--- config.mk ---
export PLATFORM = sky130hd
export DESIGN_NAME = multicycle_sequencer
export DESIGN_NICKNAME = d
export VERILOG_FILES = /design/src/rtl/multicycle_sequencer.sv
export SDC_FILE = /design/constraint.sdc
export NUM_CORES = 1
export LEC_CHECK = 0
export CAP_MARGIN = 25
export CORE_MARGIN = 8
export CORE_UTILIZATION = 44
export DETAILED_ROUTE_END_ITERATION = 8
export GPL_ROUTABILITY_DRIVEN = 0
export PLACE_DENSITY = 0.81
export SYNTH_ARGS = -nofsm -noshare
export SYNTH_HDL_FRONTEND = slang
export SYNTH_SLANG_ARGS = --single-unit
--- constraint.sdc ---
create_clock -name CLK -period 3.5 [get_ports CLK]
set_clock_uncertainty 0.15 [all_clocks]
set_input_delay 1.05 -clock CLK [delete_from_list [all_inputs] [get_ports CLK]]
set_output_delay 1.05 -clock CLK [all_outputs]
set_load 0.02 [all_outputs]
--- src/rtl/multicycle_sequencer.sv ---
// Multi-cycle control sequencer: shares one memory port between fetch and data access,
// owns the NZCV flag register. Optional perf counters under SEQ_PERF_CNT_EN.
module multicycle_sequencer #(
  parameter int WAIT_MAX = 15
) (
  input  logic       CLK,
  input  logic       RST,
  input  logic       start,
  input  logic       halt,
  input  logic       PCS,
  input  logic       RegW,
  input  logic       MemW,
  input  logic       MemToReg,
  input  logic       NoWrite,
  input  logic       B,
  input  logic [1:0] FlagW,
  input  logic [3:0] Cond,
  input  logic [3:0] ALUFlags,
  input  logic       mem_ready,
  output logic       MemReq,
  output logic       AdrSrc,
  output logic       IRWrite,
  output logic       PCWrite,
  output logic       RegWrite,
  output logic       MemWrite,
  output logic [3:0] Flags,
  output logic       CondEx,
  output logic       busy,
  output logic       mem_err
`ifdef SEQ_PERF_CNT_EN
  ,
  output logic [31:0] cyc_cnt,
  output logic [31:0] instr_cnt
`endif
);

  localparam int WW = $clog2(WAIT_MAX + 1);

  typedef enum logic [2:0] {
    IDLE, FETCH, DECODE, EXECUTE, MEMRD, MEMWR, WB
  } state_t;

  state_t        state;
  state_t        ex_next;
  logic [WW-1:0] wait_cnt;
  logic          cond_pass;
  logic          boundary;
  logic          n_f, z_f, c_f, v_f;

  assign {n_f, z_f, c_f, v_f} = Flags;

  always_comb begin
    cond_pass = 1'b0;
    case (Cond)
      4'b0000: cond_pass = z_f;
      4'b0001: cond_pass = !z_f;
      4'b0010: cond_pass = c_f;
      4'b0011: cond_pass = !c_f;
      4'b0100: cond_pass = n_f;
      4'b0101: cond_pass = !n_f;
      4'b0110: cond_pass = v_f;
      4'b0111: cond_pass = !v_f;
      4'b1000: cond_pass = c_f && !z_f;
      4'b1001: cond_pass = !c_f || z_f;
      4'b1010: cond_pass = (n_f == v_f);
      4'b1011: cond_pass = (n_f != v_f);
      4'b1100: cond_pass = !z_f && (n_f == v_f);
      4'b1101: cond_pass = z_f || (n_f != v_f);
      4'b1110: cond_pass = 1'b1;
      default: cond_pass = 1'b0;
    endcase
  end

  // EXECUTE dispatch: first matching rule wins
  always_comb begin
    ex_next = FETCH;
    if (cond_pass) begin
      if (B || PCS)               ex_next = FETCH;
      else if (MemW)              ex_next = MEMWR;
      else if (MemToReg)          ex_next = MEMRD;
      else if (RegW && !NoWrite)  ex_next = WB;
      else                        ex_next = FETCH;
    end
  end

  always_comb begin
    boundary = ((state == EXECUTE) && (ex_next == FETCH)) ||
               ((state == MEMWR) && mem_ready) ||
               (state == WB);
  end

  always_comb begin
    MemReq   = 1'b0;
    AdrSrc   = 1'b0;
    IRWrite  = 1'b0;
    PCWrite  = 1'b0;
    RegWrite = 1'b0;
    MemWrite = 1'b0;
    CondEx   = 1'b0;
    busy     = (state != IDLE);
    case (state)
      FETCH: begin
        MemReq  = 1'b1;
        IRWrite = mem_ready;
        PCWrite = mem_ready;
      end
      EXECUTE: begin
        CondEx  = cond_pass;
        PCWrite = cond_pass && (B || PCS);
      end
      MEMRD: begin
        MemReq = 1'b1;
        AdrSrc = 1'b1;
      end
      MEMWR: begin
        MemReq   = 1'b1;
        AdrSrc   = 1'b1;
        MemWrite = 1'b1;
      end
      WB:      RegWrite = 1'b1;
      default: ;
    endcase
  end

  always_ff @(posedge CLK) begin
    if (RST) begin
      state    <= IDLE;
      Flags    <= '0;
      mem_err  <= 1'b0;
      wait_cnt <= '0;
    end else begin
      wait_cnt <= '0;
      if (boundary) begin
        state <= halt ? IDLE : FETCH;
      end else begin
        case (state)
          IDLE:    if (start) state <= FETCH;
          DECODE:  state <= EXECUTE;
          EXECUTE: state <= ex_next;
          FETCH, MEMRD, MEMWR: begin
            if (mem_ready) begin
              if (state == FETCH)      state <= DECODE;
              else if (state == MEMRD) state <= WB;
            end else if (wait_cnt == WW'(WAIT_MAX - 1)) begin
              mem_err <= 1'b1;
              state   <= IDLE;
            end else begin
              wait_cnt <= wait_cnt + 1'b1;
            end
          end
          default: state <= IDLE;
        endcase
      end
      if ((state == EXECUTE) && cond_pass) begin
        if (FlagW[1]) Flags[3:2] <= ALUFlags[3:2];
        if (FlagW[0]) Flags[1:0] <= ALUFlags[1:0];
      end
    end
  end

`ifdef SEQ_PERF_CNT_EN
  always_ff @(posedge CLK) begin
    if (RST) begin
      cyc_cnt   <= '0;
      instr_cnt <= '0;
    end else begin
      if (busy)     cyc_cnt   <= cyc_cnt + 32'd1;
      if (boundary) instr_cnt <= instr_cnt + 32'd1;
    end
  end
`endif

endmodule

==> results.sh <==
export IMPL_cp_startpoint="Cond[3]"
export IMPL_cts_inserted_buffers=3
export IMPL_hold_slack_ns=0.3212
export IMPL_die_h_um=62.43
export IMPL_wl_per_cell_um=14.79
export IMPL_ioPinCount=34
export IMPL_critPathTopFamily="compound AO/OA/AOI/OAI gates"
export IMPL_synth_distinct_cells=48
export IMPL_drive_above_1_share=0.2112
export IMPL_hp_class="reg -> reg"
export IMPL_firstDrtPassIters=4
export IMPL_final_util=0.7053
export IMPL_cts_tree="built"
export IMPL_power_density_nw_per_um2=255.2
export IMPL_core_sq_um=2127
export IMPL_crit_fanout=3
export IMPL_start_util=0.4459
export IMPL_critPathMaxStageDelay_ns=0.34
export IMPL_status="finished with violations"
export IMPL_crit_chain="buf_8 > and4bb_1 > a21oi_1 > a311o_1 > buf_4 > a31oi_4 > buf_6"
export IMPL_cpMaxStageDelayCell="a311o_1"
export IMPL_r2r_worst_path_cells=9
export IMPL_ys_async_sr_fraction=0
export IMPL_clkLatencyLatePin_ns=0.27
export IMPL_syn_to_final_growth_pct=58.18
export IMPL_drt_iter0_drc=40
export IMPL_synth_top_cell_by_area="dfxtp_1"
export IMPL_min_period_ns=3.528
export IMPL_netlist_area_sq_um=948.4
export IMPL_num_vias=1040
export IMPL_synth_top_cell_area_share=0.2533
export IMPL_synth_warnings=0
export IMPL_violations="negative setup slack"
export IMPL_avgViaCountPerCell=5.503
export IMPL_setup_worst_path_class="in -> out"
export IMPL_cap_violations=0
export IMPL_min_delay_worst_endpoint="mem_err"
export IMPL_clkTransAtPathRegs_ns=0.07
export IMPL_drt_total_wl_um=2795
export IMPL_fin_setup_tns_ns=-0.04787
export IMPL_arrival_ns=2.33
export IMPL_placed_area_sq_um=1350
export IMPL_fin_ws_ns=-0.02807
export IMPL_num_nets_final=185
export IMPL_max_freq_ghz=0.2834
export IMPL_synthTopCellsByArea="dfxtp_1 25%, nor2_1 6.3%, a21oi_1 4.7%"
export IMPL_ys_flop_type="dfxtp_1"
export IMPL_ys_seq_area_frac=0.2533
export IMPL_diodes=0
export IMPL_overflow=0
export IMPL_clk_path_buf_depth=2
export IMPL_grt_pass1_vias=1037
export IMPL_die_area_sq_um=3897
export IMPL_reg2reg_slack_ns=1.16
export IMPL_finalMaxSlewViolations=0
export IMPL_grtUsageTotal=0.1446
export IMPL_startpoint_type="input pin"
export IMPL_syn_inst=116
export IMPL_fin_crit_sh=1.008
export IMPL_finalSetupViolCount=2
export IMPL_ctsHoldBuffers=0
export IMPL_synth_seq_cells=12
export IMPL_io_buffer_count=33
export IMPL_root_buffer="clkbuf_4"
export IMPL_p_total_mw=0.3828
export IMPL_design_area_sq_um=1500
export IMPL_grt_pass1_wl_um=4781
export IMPL_cts_sinks=12
export IMPL_worst_slew_margin_rel=0.7439
export IMPL_drc=0
export IMPL_r2r_end="state[0]"
export IMPL_rows=17
export IMPL_multi_input_area_sq_um=710.7
export IMPL_rsz0062_at_grt="yes"
export IMPL_min_from="mem_err"
export IMPL_register_area_sq_um=240.2
export IMPL_whs_path_depth=2
export IMPL_required_ns=2.30
export IMPL_reg2reg_from="Flags[3]"
export IMPL_cellLeakagePower_nw=0.5852
export IMPL_hold_viol_final=0
export IMPL_ctsHtreeMaxLevel=1
export IMPL_syn_area_per_cell_sq_um=8.176
export IMPL_grt_max_degree=13
export IMPL_tightestPinTransition_ns=0.3836
export IMPL_critical_path_buf_inv_count=3
export IMPL_dp_hpwl_um=2002
export IMPL_end_kind="primary output"
export IMPL_syn_nets=139
export IMPL_synth_edf_count=0
export IMPL_postRouteAntennaNets=0
export IMPL_die_width_um=62.43
export IMPL_ir_drop_mv=0.2339
export IMPL_antenna_found_initial=0
export IMPL_nFillCells=170
[cells in the final DEF (no fill, tap or decap), types with 3 or more instances in the layout]
cell / n
a21bo_1: 4
a21oi_1: 9
buf_4: 10
buf_6: 6
buf_8: 3
clkbuf_4: 3
clkdlybuf4s50_1: 26
dfxtp_1: 12
inv_1: 3
nand2_1: 4
nand3_1: 7
nor2_1: 16
nor2b_1: 5
o21ai_1: 3
xor2_1: 3
[cell type report]
cell class,instances,share of cell area
Timing Repair Buffer,47,0.3111
Clock buffer,4,0.02419
Sequential cell,12,0.1601
Multi-Input combinational cell,95,0.4737
Tap cell,28,0.02335
Inverter,3,0.007506
[worst register-to-register path: stages, from the launching register on]
cell	delay, ns
dfxtp_1	0.53
nor4bb_4	0.37
nor3_1	0.07
a311o_1	0.30
buf_4	0.16
nand3_4	0.07
buf_4	0.11
buf_4	0.10
o21ai_1	0.07
a221oi_1	0.32
[sequential cells by signal (all words and copies together), names as in the netlist]
signal    flops
Flags         4
wait_cnt      4
state         3
mem_err       1
[worst max path at each step]
stage                         to  slack, ns  cells past startpoint
after global placement    CondEx      -0.91                      6
after global routing      CondEx      -0.07                      8
final                     CondEx      -0.03                      7
after floorplan           CondEx       0.05                      5
after detailed placement  CondEx      -1.01                      6
after CTS                 CondEx      -0.01                      8
[metrics by stage]
step,worst slack [ns],std cells
after floorplan,0.05497,116
after global placement,-0.9111,181
after detailed placement,-1.012,181
after CTS,-0.01155,189
after global routing,-0.07483,189
final,-0.02807,189
[synth_stat cells (all sizes together) (3+ instances only)]
cell	instances
a21bo	4
nand3	8
inv	3
nor3	3
buf	3
clkbuf	3
and2	3
nand2	4
nor2	16
a21oi	9
o21ai	5
a31oi	3
dfxtp	12
nor2b	6
xor2	3
[timing repair]
action                                  CTS  global route
pin swaps                                10             7
endpoints found under the setup margin    3             2
setup buffers                             4             0
resized for setup                        45             6
[metal layers]
| metal | GRT usage | up-vias | wire, um |
|---|---|---|---|
| met5 | 0 | - | 0 |
| met4 | 0.03134 | 0 | 0 |
| met3 | 0.05556 | 0 | 183 |
| met2 | 0.2510 | 33 | 1390 |
| met1 | 0.1630 | 489 | 1220 |
| li1 | - | 518 | - |
[power by group]
part	internal, mW	switching, mW
Combinational	0.0693	0.0551
Sequential	0.140	0.00881
Clock	0.0633	0.0461
Total	0.273	0.110
[cells by family after synthesis]
group / share of synthesized area
flip-flops: 0.2533
XOR/XNOR: 0.04618
AND/OR/NAND/NOR: 0.3153
adder cells (fa/ha/maj): 0.02638
buffers and inverters: 0.05276
AO/OA/AOI/OAI: 0.2955
multiplexers: 0.01055
(Power assumes the default switching activity.)
